File: src/rtl/uart_tx_feeder_pkg.sv
// Shared constants for the UART transmit feeder: default bit timing, guard time and pacer state encodings.
package uart_tx_feeder_pkg;

  localparam int DELAY_FRAMES_DEF = 234;
  localparam int GUARD_DEF        = 2;

  localparam logic [1:0] ST_IDLE  = 2'd0;
  localparam logic [1:0] ST_ISSUE = 2'd1;
  localparam logic [1:0] ST_HOLD  = 2'd2;

  // One frame slot is a start bit, 8 data bits and a stop bit, plus the guard clocks.
  function automatic int frameGap(input int delayFrames, input int guard);
    return 10 * delayFrames + guard;
  endfunction

endpackage

File: src/rtl/uart_tx_feeder_sync_fifo.sv
// Byte FIFO with registered full/empty flags and a read register that loads only on pop.
module uart_tx_feeder_sync_fifo #(
  parameter int DEPTH = 16,
  parameter int WIDTH = 8
) (
  input  logic                     clk,
  input  logic                     rst_n,
  input  logic                     push,
  input  logic                     pop,
  input  logic [WIDTH-1:0]         wrData,
  output logic [WIDTH-1:0]         rdData,
  output logic [$clog2(DEPTH):0]   count,
  output logic                     full,
  output logic                     empty
);

  localparam int AW = $clog2(DEPTH);

  logic [WIDTH-1:0] mem [DEPTH];
  logic [AW-1:0]    wrPtr;
  logic [AW-1:0]    rdPtr;
  logic [AW:0]      countNext;
  logic             doPush;
  logic             doPop;

  // full is the registered flag, so a push is refused while full even when a pop happens this same cycle.
  assign doPush = push && !full;
  assign doPop  = pop && !empty;

  always_comb begin
    countNext = count;
    if (doPush && !doPop)      countNext = count + 1'b1;
    else if (doPop && !doPush) countNext = count - 1'b1;
  end

  always_ff @(posedge clk) begin
    if (doPush) mem[wrPtr] <= wrData;
  end

  always_ff @(posedge clk or negedge rst_n) begin
    if (!rst_n) begin
      wrPtr  <= '0;
      rdPtr  <= '0;
      count  <= '0;
      full   <= 1'b0;
      empty  <= 1'b1;
      rdData <= '0;
    end else begin
      if (doPush) wrPtr <= wrPtr + 1'b1;
      if (doPop) begin
        rdData <= mem[rdPtr];
        rdPtr  <= rdPtr + 1'b1;
      end
      count <= countNext;
      full  <= (countNext == (AW+1)'(DEPTH));
      empty <= (countNext == '0);
    end
  end

endmodule

File: src/rtl/uart_tx_feeder.sv
// Paces bytes from a FIFO into a UART transmitter that has no ready signal: one start pulse per frame slot.
//   state    | meaning
//   ST_IDLE  | waiting for a byte; pops and pulses writeUart as soon as one is queued
//   ST_ISSUE | pulse cycle; writeUart drops on the next edge
//   ST_HOLD  | counting down the rest of the frame slot, charOut held
module uart_tx_feeder
  import uart_tx_feeder_pkg::*;
#(
  parameter int DELAY_FRAMES = DELAY_FRAMES_DEF,
  parameter int DEPTH        = 16,
  parameter int GUARD        = GUARD_DEF
) (
  input  logic                   clk,
  input  logic                   rst_n,
  input  logic                   wr_en,
  input  logic [7:0]             wr_data,
  output logic                   full,
  output logic                   empty,
  output logic [$clog2(DEPTH):0] count,
  output logic                   overflow,
  output logic                   writeUart,
  output logic [7:0]             charOut
);

  localparam int FRAME_GAP = frameGap(DELAY_FRAMES, GUARD);
  localparam int GW        = $clog2(FRAME_GAP);

  logic [1:0]    state;
  logic [GW-1:0] gap;
  logic          popReq;

  assign popReq = (state == ST_IDLE) && !empty;

  uart_tx_feeder_sync_fifo #(
    .DEPTH (DEPTH),
    .WIDTH (8)
  ) u_fifo (
    .clk    (clk),
    .rst_n  (rst_n),
    .push   (wr_en),
    .pop    (popReq),
    .wrData (wr_data),
    .rdData (charOut),
    .count  (count),
    .full   (full),
    .empty  (empty)
  );

  always_ff @(posedge clk or negedge rst_n) begin
    if (!rst_n) begin
      state     <= ST_HOLD;
      gap       <= GW'(FRAME_GAP - 1);
      writeUart <= 1'b0;
      overflow  <= 1'b0;
    end else begin
      if (wr_en && full) overflow <= 1'b1;
      writeUart <= 1'b0;
      case (state)
        ST_IDLE: begin
          if (!empty) begin
            writeUart <= 1'b1;
            gap       <= GW'(FRAME_GAP - 2);
            state     <= ST_ISSUE;
          end
        end
        ST_ISSUE: state <= ST_HOLD;
        ST_HOLD: begin
          // Leave on the edge where the count reaches zero so pulses land exactly FRAME_GAP apart.
          gap <= gap - 1'b1;
          if (gap < GW'(2)) state <= ST_IDLE;
        end
        default: state <= ST_HOLD;
      endcase
    end
  end

endmodule

File: config.mk
export PLATFORM = sky130hd
export DESIGN_NAME = uart_tx_feeder
export DESIGN_NICKNAME = d
export VERILOG_FILES = /design/src/rtl/uart_tx_feeder_pkg.sv /design/src/rtl/uart_tx_feeder_sync_fifo.sv /design/src/rtl/uart_tx_feeder.sv
export SDC_FILE = /design/constraint.sdc
export NUM_CORES = 1
export LEC_CHECK = 0
export CAP_MARGIN = 20
export CORE_MARGIN = 2
export CORE_UTILIZATION = 54
export CTS_CLUSTER_DIAMETER = 80
export DETAILED_ROUTE_END_ITERATION = 10
export MAX_ROUTING_LAYER = met4
export PLACE_DENSITY = 0.72
export SYNTH_ARGS = -nofsm -noshare
export SYNTH_HDL_FRONTEND = slang
export SYNTH_SLANG_ARGS = --single-unit
File: constraint.sdc
create_clock -name clk -period 1.95 [get_ports clk]
set_clock_uncertainty 0.05 [all_clocks]
set_input_delay 0.39 -clock clk [delete_from_list [all_inputs] [get_ports clk]]
set_output_delay 0.39 -clock clk [all_outputs]
set_load 0.02 [all_outputs]
# --- Word level (Yosys, flattened, before mapping) ---
# Memory sizes are Yosys's and may differ from the RTL's. A register that Yosys moved wholly into a read port is not among the register bits.
# Index checks and enable logic that the tools add are counted.
op_classes:
  add_sub_neg: 5
  n_lt_le_gt_ge: 1
  n_eq_ne: 4
  muxes: 11
  n_reduce_logical: 16
ops:
  columns: ["op", "count"]
  rows:
  - ["$pmux W12 S2", 1]
  - ["$lt A12 B2 Y1 const B", 1]
  - ["$mux W12", 1]
  - ["$sub A12 B1 Y12 const B", 1]
  - ["$mux W5", 2]
  - ["$add A4 B1 Y4 const B", 2]
  - ["$logic_and A1 B1 Y1", 6]
  - ["$add A5 B1 Y5 const B", 1]
  - ["$eq A5 B5 Y1 const B", 1]
  - ["$logic_not A1 Y1", 5]
  - ["$logic_not A5 Y1", 1]
  - ["$sub A5 B1 Y5 const B", 1]
  - ["$mux W1", 4]
  - ["$mux W2", 2]
  - ["$ne A2 B2 Y1 const B", 2]
  - ["$pmux W2 S2", 1]
  - ["$reduce_and A2 Y1", 2]
  - ["$eq A2 B2 Y1 const B", 1]
  - ["$logic_not A2 Y1", 1]
  - ["$reduce_bool A2 Y1", 1]
word_totals:
  register_bits: 31
  mem_bits_rw: 128
  input_bits: 11
  out_inout_bits: 17
  wordCells: 47
  mem_count: 1
memory_table:
  columns: ["memory", "depth", "word_bits", "rd", "rd_clocked_by_memory_dff", "write_ports", "line", "text"]
  rows:
  - ["u_fifo.mem", 16, 8, 1, 1, 1, "uart_tx_feeder_sync_fifo.sv:19", "logic [WIDTH-1:0] mem [DEPTH];"]

# --- Logic depth before layout (Yosys ltp) ---
# Gate-level depths: netlist (run 1).
logic_depth:
  ltp_word: 7
  ltp_mapped: 7
  mapped_depth_nobuf: 6

# --- Modules after synthesis ---
# A second synthesis (run 1) with hierarchy kept.
hier_totals:
  cells_unflattened: 477
  hier_area_um2: 6931.6
modules_own_cells:
  columns: ["module", "n_inst", "cells_per_inst", "area_each_um2", "seq_area_each_um2"]
  rows:
  - ["uart_tx_feeder_sync_fifo", 1, 403, 6139.6, 4420.5]
  - ["uart_tx_feeder", 1, 74, 792.0, 407.9]

# --- Least setup slack after synthesis (run 1) ---
# OpenSTA, ideal clock, no wires.
synth_timing:
  kind: "flip-flop to flip-flop"
  startpoint: "register u_fifo.count[0]"
  endpoint: "register u_fifo.empty"
  setup_time_ps: 96
  arrival_time_ps: 1825
  required_ps: 1804
  setup_slack_ps: -21
  stages_incl_launch_ff: 8
  n_path_buf: 1
  synth_period_minus_slack_ps: 1971
  path_cell_list: "dfrtp_1 -> clkbuf_1 -> inv_1 -> ha_1 -> or4b_1 -> o22ai_2 -> xor2_1 -> nor4_1"
synth_between:
  elab_chain_cells: 4
  word_cells_on_any_way: 5
  classes_between: "add/sub: 2; mux: 2; reduce/logical: 1"
synth_rtl:
  columns: ["element", "line", "text"]
  rows:
  - ["start, declared", "uart_tx_feeder_sync_fifo.sv:12", "output logic [$clog2(DEPTH):0] count,"]
  - ["start signal, assigned", "uart_tx_feeder_sync_fifo.sv:54", "count <= countNext;"]
  - ["$sub A5 B1 Y5", "uart_tx_feeder_sync_fifo.sv:33", "else if (doPop && !doPush) countNext = count - 1'b1;"]
  - ["$mux W5", "uart_tx_feeder_sync_fifo.sv:33", null]
  - ["$mux W5 *", "uart_tx_feeder_sync_fifo.sv:32", "if (doPush && !doPop) countNext = count + 1'b1;"]
  - ["net u_fifo.countNext[2]", "uart_tx_feeder_sync_fifo.sv:22", "logic [AW:0] countNext;"]
  - ["$logic_not A5 Y1 *", "uart_tx_feeder_sync_fifo.sv:56", "empty <= (countNext == '0);"]
  - ["end signal, assigned", "uart_tx_feeder_sync_fifo.sv:56", null]
  - ["end, declared", "uart_tx_feeder_sync_fifo.sv:14", "output logic empty"]
# Mark *: on every way through the listed nets, which the timed path passes. The rest lies on a longest branch.
# A chain may end at the register's enable or synchronous reset.

# --- Worst setup path after layout (run 1) ---
layout_timing:
  startpoint: "register u_fifo.count[4]"
  endpoint: "output port count[4]"
layout_rtl:
  columns: ["element", "line", "text"]
  rows:
  - ["end, declared", "uart_tx_feeder.sv:19", "output logic [$clog2(DEPTH):0] count,"]
# No word-level cell between the ends.

==> results of run 1 <==
-- state kept, by name, indices dropped and copies added, names as in the netlist --
signal and count:
gap 12, overflow 1, state 2, u_fifo.count 5, u_fifo.empty 1, u_fifo.full 1, u_fifo.mem 128, u_fifo.rdData 8
u_fifo.rdPtr 4, u_fifo.wrPtr 4, writeUart 1
-- power groups by stage --
stage / logic, W / registers, W / clock network [W]
after global placement: 0.00386 / 0.00493 / 0
after CTS: 0.00395 / 0.00489 / 0.00353
final: 0.00423 / 0.00491 / 0.00349
after floorplan: 0.00227 / 0.00501 / 0
after global routing: 0.00455 / 0.00498 / 0.00366
after detailed placement: 0.00394 / 0.00495 / 0
-- synthesized netlist by cell type, drive strengths merged (5+ instances only) --
cell	n	area, um2
a211oi	5	47.54
a21oi	5	25.02
a31oi	5	31.28
and2	17	106.4
buf	13	73.81
clkbuf	6	22.52
dfrtp	32	800.8
dfstp	7	183.9
edfxtp	128	3844
ha	8	100.1
inv	11	46.30
mux2i	24	240.2
mux4	27	608.1
nand2	16	60.06
nand3	5	25.02
nor2	13	48.80
nor3	12	60.06
nor4	5	31.28
o21ai	13	65.06
xnor2	8	70.07
-- what timing repair did --
| action | CTS | global route |
|---|---|---|
| resized for setup | 6 | 11 |
| endpoints found under the hold margin | 32 | 0 |
| setup buffers | 0 | 10 |
| endpoints found under the setup margin | 6 | 11 |
| hold buffers | 1 | 0 |
| pin swaps | 0 | 1 |
-- layout make-up --
cell class | instances | area (um2)
sequential | 167 | 4830
fill | 822 | 3965
multi-input combinational | 214 | 1989
timing repair buffer | 87 | 910.9
clock buffer | 19 | 432.9
tap | 172 | 215.2
clock inverter | 13 | 178.9
inverter | 11 | 46.29
-- worst max path at each step --
stage               startpoint                to  slack [ns]  depth (start not counted)
2_1_floorplan  u_fifo.count[0]      u_fifo.empty       0.003                          7
3_3_place_gp             wr_en  u_fifo.mem[4][2]       -0.15                          7
3_5_place_dp             wr_en  u_fifo.mem[7][1]       -0.16                          7
4_1_cts                 gap[1]           gap[10]        0.03                          6
5_1_grt        u_fifo.count[1]      u_fifo.empty       0.005                          6
6_report       u_fifo.count[4]          count[4]        0.04                          1
-- layer usage --
metal  vias up  track usage [%]  wire (um)
met3        27            5.098        774
met5         -                -          0
met4         0            12.16        352
li1       1796                -          -
met2       140            36.80       7580
met1      2046            31.44       6318
-- kinds of logic (layout without fill, tap and decap cells) --
| group | after synthesis | after routing | synth area share, % |
|---|---|---|---|
| compound gates | 47 | 47 | 4.785 |
| xor+xnor | 9 | 9 | 1.142 |
| fa+ha+maj | 8 | 8 | 1.450 |
| buf+inv | 30 | 130 | 2.066 |
| flops | 167 | 167 | 69.95 |
| mux | 53 | 53 | 12.62 |
| simple gates | 97 | 97 | 7.994 |
-- per-stage QoR --
stage	cell area, um2	instances
2_1_floorplan	6904	411
3_3_place_gp	7844	640
3_5_place_dp	7844	640
4_1_cts	8458	673
5_1_grt	8603	683
6_report	8603	683
-- placed cells by master (no fill, tap or decap), types with 5 or more instances in the layout --
| cell type | count |
|---|---|
| nor2_1 | 13 |
| xnor2_1 | 8 |
| mux2i_1 | 23 |
| buf_4 | 43 |
| mux4_2 | 27 |
| dfstp_2 | 7 |
| nand2_1 | 16 |
| nand3_1 | 5 |
| inv_1 | 10 |
| clkdlybuf4s50_1 | 20 |
| clkbuf_16 | 17 |
| o21ai_0 | 12 |
| edfxtp_1 | 128 |
| nor3_1 | 11 |
| and2_1 | 16 |
| a31oi_1 | 5 |
| ha_1 | 8 |
| dfrtp_1 | 31 |
| dlygate4sd2_1 | 6 |
| buf_12 | 16 |
| a21oi_1 | 5 |
==> metrics.txt, run 1 <==
P&R area growth vs syn=24.63%; WP data required=1.51 ns; asr flop ratio synth=between 20% and 30%; relative slew slack=a little over half; Critical Path AT=about 1.5 ns; GRT overflow=0; Hold Crit Endpoint=overflow; Clock Power Share=between 20% and 30%; TritonCTS Buffers=17; I/O pin count=28; detailed-route via count=about 4000; Rows=between 40 and 50; PortBufs=27; Longest Clk Path Bufs=2; n_diodes=0; Hold Path Stages=1; Pre-antenna DRT Iters=4; Worst setup SP type=register; Tcrit/Tclk final=about 98%; initial antenna violation count=0; via-per-instance ratio=approximately 5.9; MaxCap Viol Count=0; Critical Path End Type=primary output; final hold vios=0; Placer Congestion=approximately 0.84; largest net degree at the start of global routing=40; total wire length=roughly 15 mm; CTS tree=yes; hold wc startpoint=overflow; Max Slew Vio Count=0; CTS H-tree lvls=4; outcome=finished, final reports clean; critical path class=register to primary output; r2r setup slk=around 0.070 ns; Synth Register Bits=about 170; Total Power=about 0.013 W; Routed Antenna Nets=0; Total Routing Usage GR=24.24%; Synth Area per Inst=approximately 17 um2; Initial Utilization=a little over half; first-pass GRT wire length=between 20 and 25 mm; setup ws final=roughly 0.044 ns; Clock Latency Late Sink=0.43 ns; CTS root buffer=clkbuf_16; Synth Flop Type=edfxtp_1; CP max stage delay=between 0.6 and 0.7 ns; Top delay family on crit path=buffers and inverters; Leak=3.152 nW; Max VDD drop=~0.84 mV; Residual DRC=0; fin crit period=roughly 1.9 ns; Netlist cell types=56; core area=0.01257 mm2; P_sw=0.003897 W; top fanout value on the critical path=4; cell chain of the critical path=clkdlybuf4s50_1; min-delay worst type=register to register; layout net count=517; R2R Path End=u_fifo.empty; die area=approximately 0.014 mm2; sw frac=between 30% and 40%; vias in the first global route=a little under 4000; max frequency=0.5248 GHz; Netlist Area Pre-Place=slightly below 0.007 mm2; layout cell share with drive strength beyond 1=roughly 28%; Pwr per Cell Area=between 1000 and 1500 mW/mm2; Cells after Synth=a little over 400; Die Y=117.1 um; RSZ-0062 raised after global routing=false; final setup fails=0; Sequential Power Share=38.9%; fin util=68.45%; worst hold slack=slightly above 0.4 ns; DIE WIDTH=117.1 um; Comb power frac=33.5%; register area share after synthesis=between 60% and 70%; worst reg2reg path depth=6; Clock Sinks=between 150 and 200; Reg2Reg Launch Point=u_fifo.count[1]; Mapped Nets=430; Synth Warn #=0; internal power=around 0.0087 W; CP max stage cell=clkdlybuf4s50_1; Reg clk slew, reported paths=approximately 0.06 ns; routed length per instance=22.00 um; Initial DRC Count=483; setup_tns=0 ns; Setup WS pre-CTS=-0.1597 ns; Post-DP HPWL=9.468 mm; Post-synth EDFFs=~130; Worst-Margin Slew=around 0.70 ns; WP buf/inv=1
Power figures use the tool's default switching activity.
==> inputs of run 2 (changes only) <==
Settings changed: CORE_UTILIZATION 54 to 50, CTS_CLUSTER_SIZE set to 16, PLACE_DENSITY 0.72 to 0.67.
==> run 2 against run 1 <==
  * The run now ends with negative setup slack left
  * Critical endpoint is now u_fifo.empty
  * Sequential share of layout area up 0.25 points
  * Non-clock buffer count down 4
  * Combinational power down 3%
==> metrics.txt, run 2 (synthesized netlist as in run 1, its figures left out) <==
TritonCTS Buffers=17 (unchanged); Setup WS pre-CTS=-0.1163 ns (was -0.1597 ns); Total Routing Usage GR=21.59% (was 24.24%); commonest non-fill, non-tap cell in the layout=edfxtp_1 (unchanged); core area=0.01335 mm2 (was 0.01257 mm2); layout net count=513 (was 517); Clock Sinks=167 (unchanged); Pre-antenna DRT Iters=5 (was 4); Reg clk slew, reported paths=0.06 ns (about the same); design area=0.008567 mm2 (was 0.008603 mm2); largest net degree at the start of global routing=40 (unchanged); Pwr per Cell Area=1435 mW/mm2 (was 1469 mW/mm2); max FFs per register=128 (unchanged); critical path class=register to register (was register to primary output); layout cell share with drive strength beyond 1=26.43% (was 27.59%); dpl cell area=0.007871 mm2 (was 0.007844 mm2); Max Slew Vio Count=0 (unchanged); top fanout value on the critical path=3 (was 4); die area=0.01476 mm2 (was 0.01370 mm2); RSZ-0062 raised after global routing=true (was false); first-pass GRT wire length=22.17 mm (was 22.28 mm); Rows=42 (was 41); Residual DRC=0 (unchanged); Worst-Margin Slew=0.6112 ns (was 0.7024 ns); Die Y=121.5 um (was 117.1 um); Longest Clk Path Bufs=2 (unchanged); GRT overflow=0 (unchanged); final hold vios=0 (unchanged); PortBufs=27 (unchanged); most frequent cells in the layout=edfxtp_1 (128), buf_4 (35), dfrtp_1 (30) (was edfxtp_1 (128), buf_4 (43), dfrtp_1 (31)); Critical Path End Type=register (was primary output); detailed-route via count=3985 (was 4009); FF+latch area=0.004831 mm2 (was 0.004830 mm2); via-per-instance ratio=5.835 (was 5.870); Leak=3.131 nW (was 3.152 nW); Max VDD drop=0.6967 mV (was 0.8450 mV); n_diodes=0 (unchanged); fill cell count=971 (was 822); final setup fails=1 (was 0); MaxCap Viol Count=0 (unchanged); P&R area growth vs syn=24.11% (was 24.63%); Placer Congestion=0.8182 (was 0.8421); CTS root buffer=clkbuf_16 (unchanged); failing checks=negative setup slack; WP data required=2.21 ns (was 1.51 ns); setup ws final=-0.00002265 ns (was 0.04434 ns); registers with the most flip-flops=u_fifo.mem (128), gap (12), u_fifo.rdData (8) (unchanged); Initial Utilization=51.72% (was 54.92%); Worst setup SP type=register (unchanged); footprint of the multi-input gates=0.001961 mm2 (was 0.001989 mm2); Total Power=0.01229 W (was 0.01264 W); DIE WIDTH=121.5 um (was 117.1 um); max frequency=0.5128 GHz (was 0.5248 GHz); Tcrit/Tclk final=100.0% (was 97.73%); vias in the first global route=3919 (was 3971); Initial DRC Count=382 (was 483); Post-DP HPWL=9.423 mm (was 9.468 mm); initial antenna violation count=0 (unchanged); Clock Latency Late Sink=0.42 ns (was 0.43 ns); min-delay worst type=register to register (unchanged); routed length per instance=21.24 um (was 22.00 um); CTS tree=yes (unchanged); Critical Path AT=2.21 ns (was 1.47 ns); Routed Antenna Nets=0 (unchanged); CTS H-tree lvls=4 (unchanged); total wire length=14.51 mm (was 15.03 mm); fin crit period=1.950 ns (was 1.906 ns); register bank with the most flops=u_fifo.mem (unchanged); I/O pin count=28 (unchanged); outcome=finished with violations (was finished, final reports clean); relative slew slack=59.13% (was 53.03%)
==> run 2: final cells by class <==
class	count	area share (%)
Clock buffer	17	4.966
Tap cell	176	2.570
Clock inverter	15	1.782
Inverter	11	0.5404
Multi-Input combinational cell	214	22.89
Timing Repair Buffer	83	10.87
Sequential cell	167	56.39
==> run 2: what timing repair did <==
item,in CTS,in global routing
hold endpoints to repair,32,0
pin swaps,0,0
hold buffers,1,0
gates cloned,0,1
setup buffers,0,7
resized for setup,6,9
setup endpoints to repair,7,12
==> run 2: where the power goes <==
group          switching (W)  internal [W]  total (W)  leakage [nW]
Combinational        0.00202       0.00210    0.00412          1.23
Clock                0.00136       0.00189    0.00325         0.277
Sequential          0.000446       0.00448    0.00493          1.63
==> run 2: final timing paths <==
kind                                  from  slack (ns)  depth (start not counted)               to
min                               overflow        0.41                          1         overflow
min in group asynchronous            rst_n        0.51                          3           gap[3]
max reg2reg                u_fifo.count[1]    -0.00002                          6     u_fifo.empty
max in group asynchronous            rst_n        0.95                          3  u_fifo.rdPtr[1]
max                        u_fifo.count[1]    -0.00002                          6     u_fifo.empty
min reg2reg                       overflow        0.41                          1         overflow
==> run 2: worst max-delay path: stages (launching register included) <==
cell and delay (ns):
dfrtp_1 0.37, inv_1 0.09, ha_1 0.21, or4b_1 0.51, o22ai_2 0.17, xor2_1 0.12
nor4_1 0.32
==> run 2: layer usage <==
| layer | track usage [%] | up-vias | wire length [um] |
|---|---|---|---|
| li1 | - | 1788 | - |
| met1 | 28.97 | 2050 | 6378 |
| met2 | 32.94 | 127 | 7266 |
| met3 | 5.122 | 20 | 625 |
| met4 | 7.256 | 0 | 238 |
| met5 | - | - | 0 |
==> run 2: through the flow <==
step | cells | hold slack, ns | setup TNS, ns | utilization, %
after floorplan | 411 | 0.04441 | 0 | -
final | 683 | 0.4073 | -0.00002265 | 64.18
after CTS | 675 | 0.4143 | 0 | 63.37
after global placement | 642 | 0.3915 | -7.938 | 58.97
after detailed placement | 642 | 0.3955 | -10.66 | 58.97
after global routing | 683 | 0.4344 | -0.05844 | 64.18
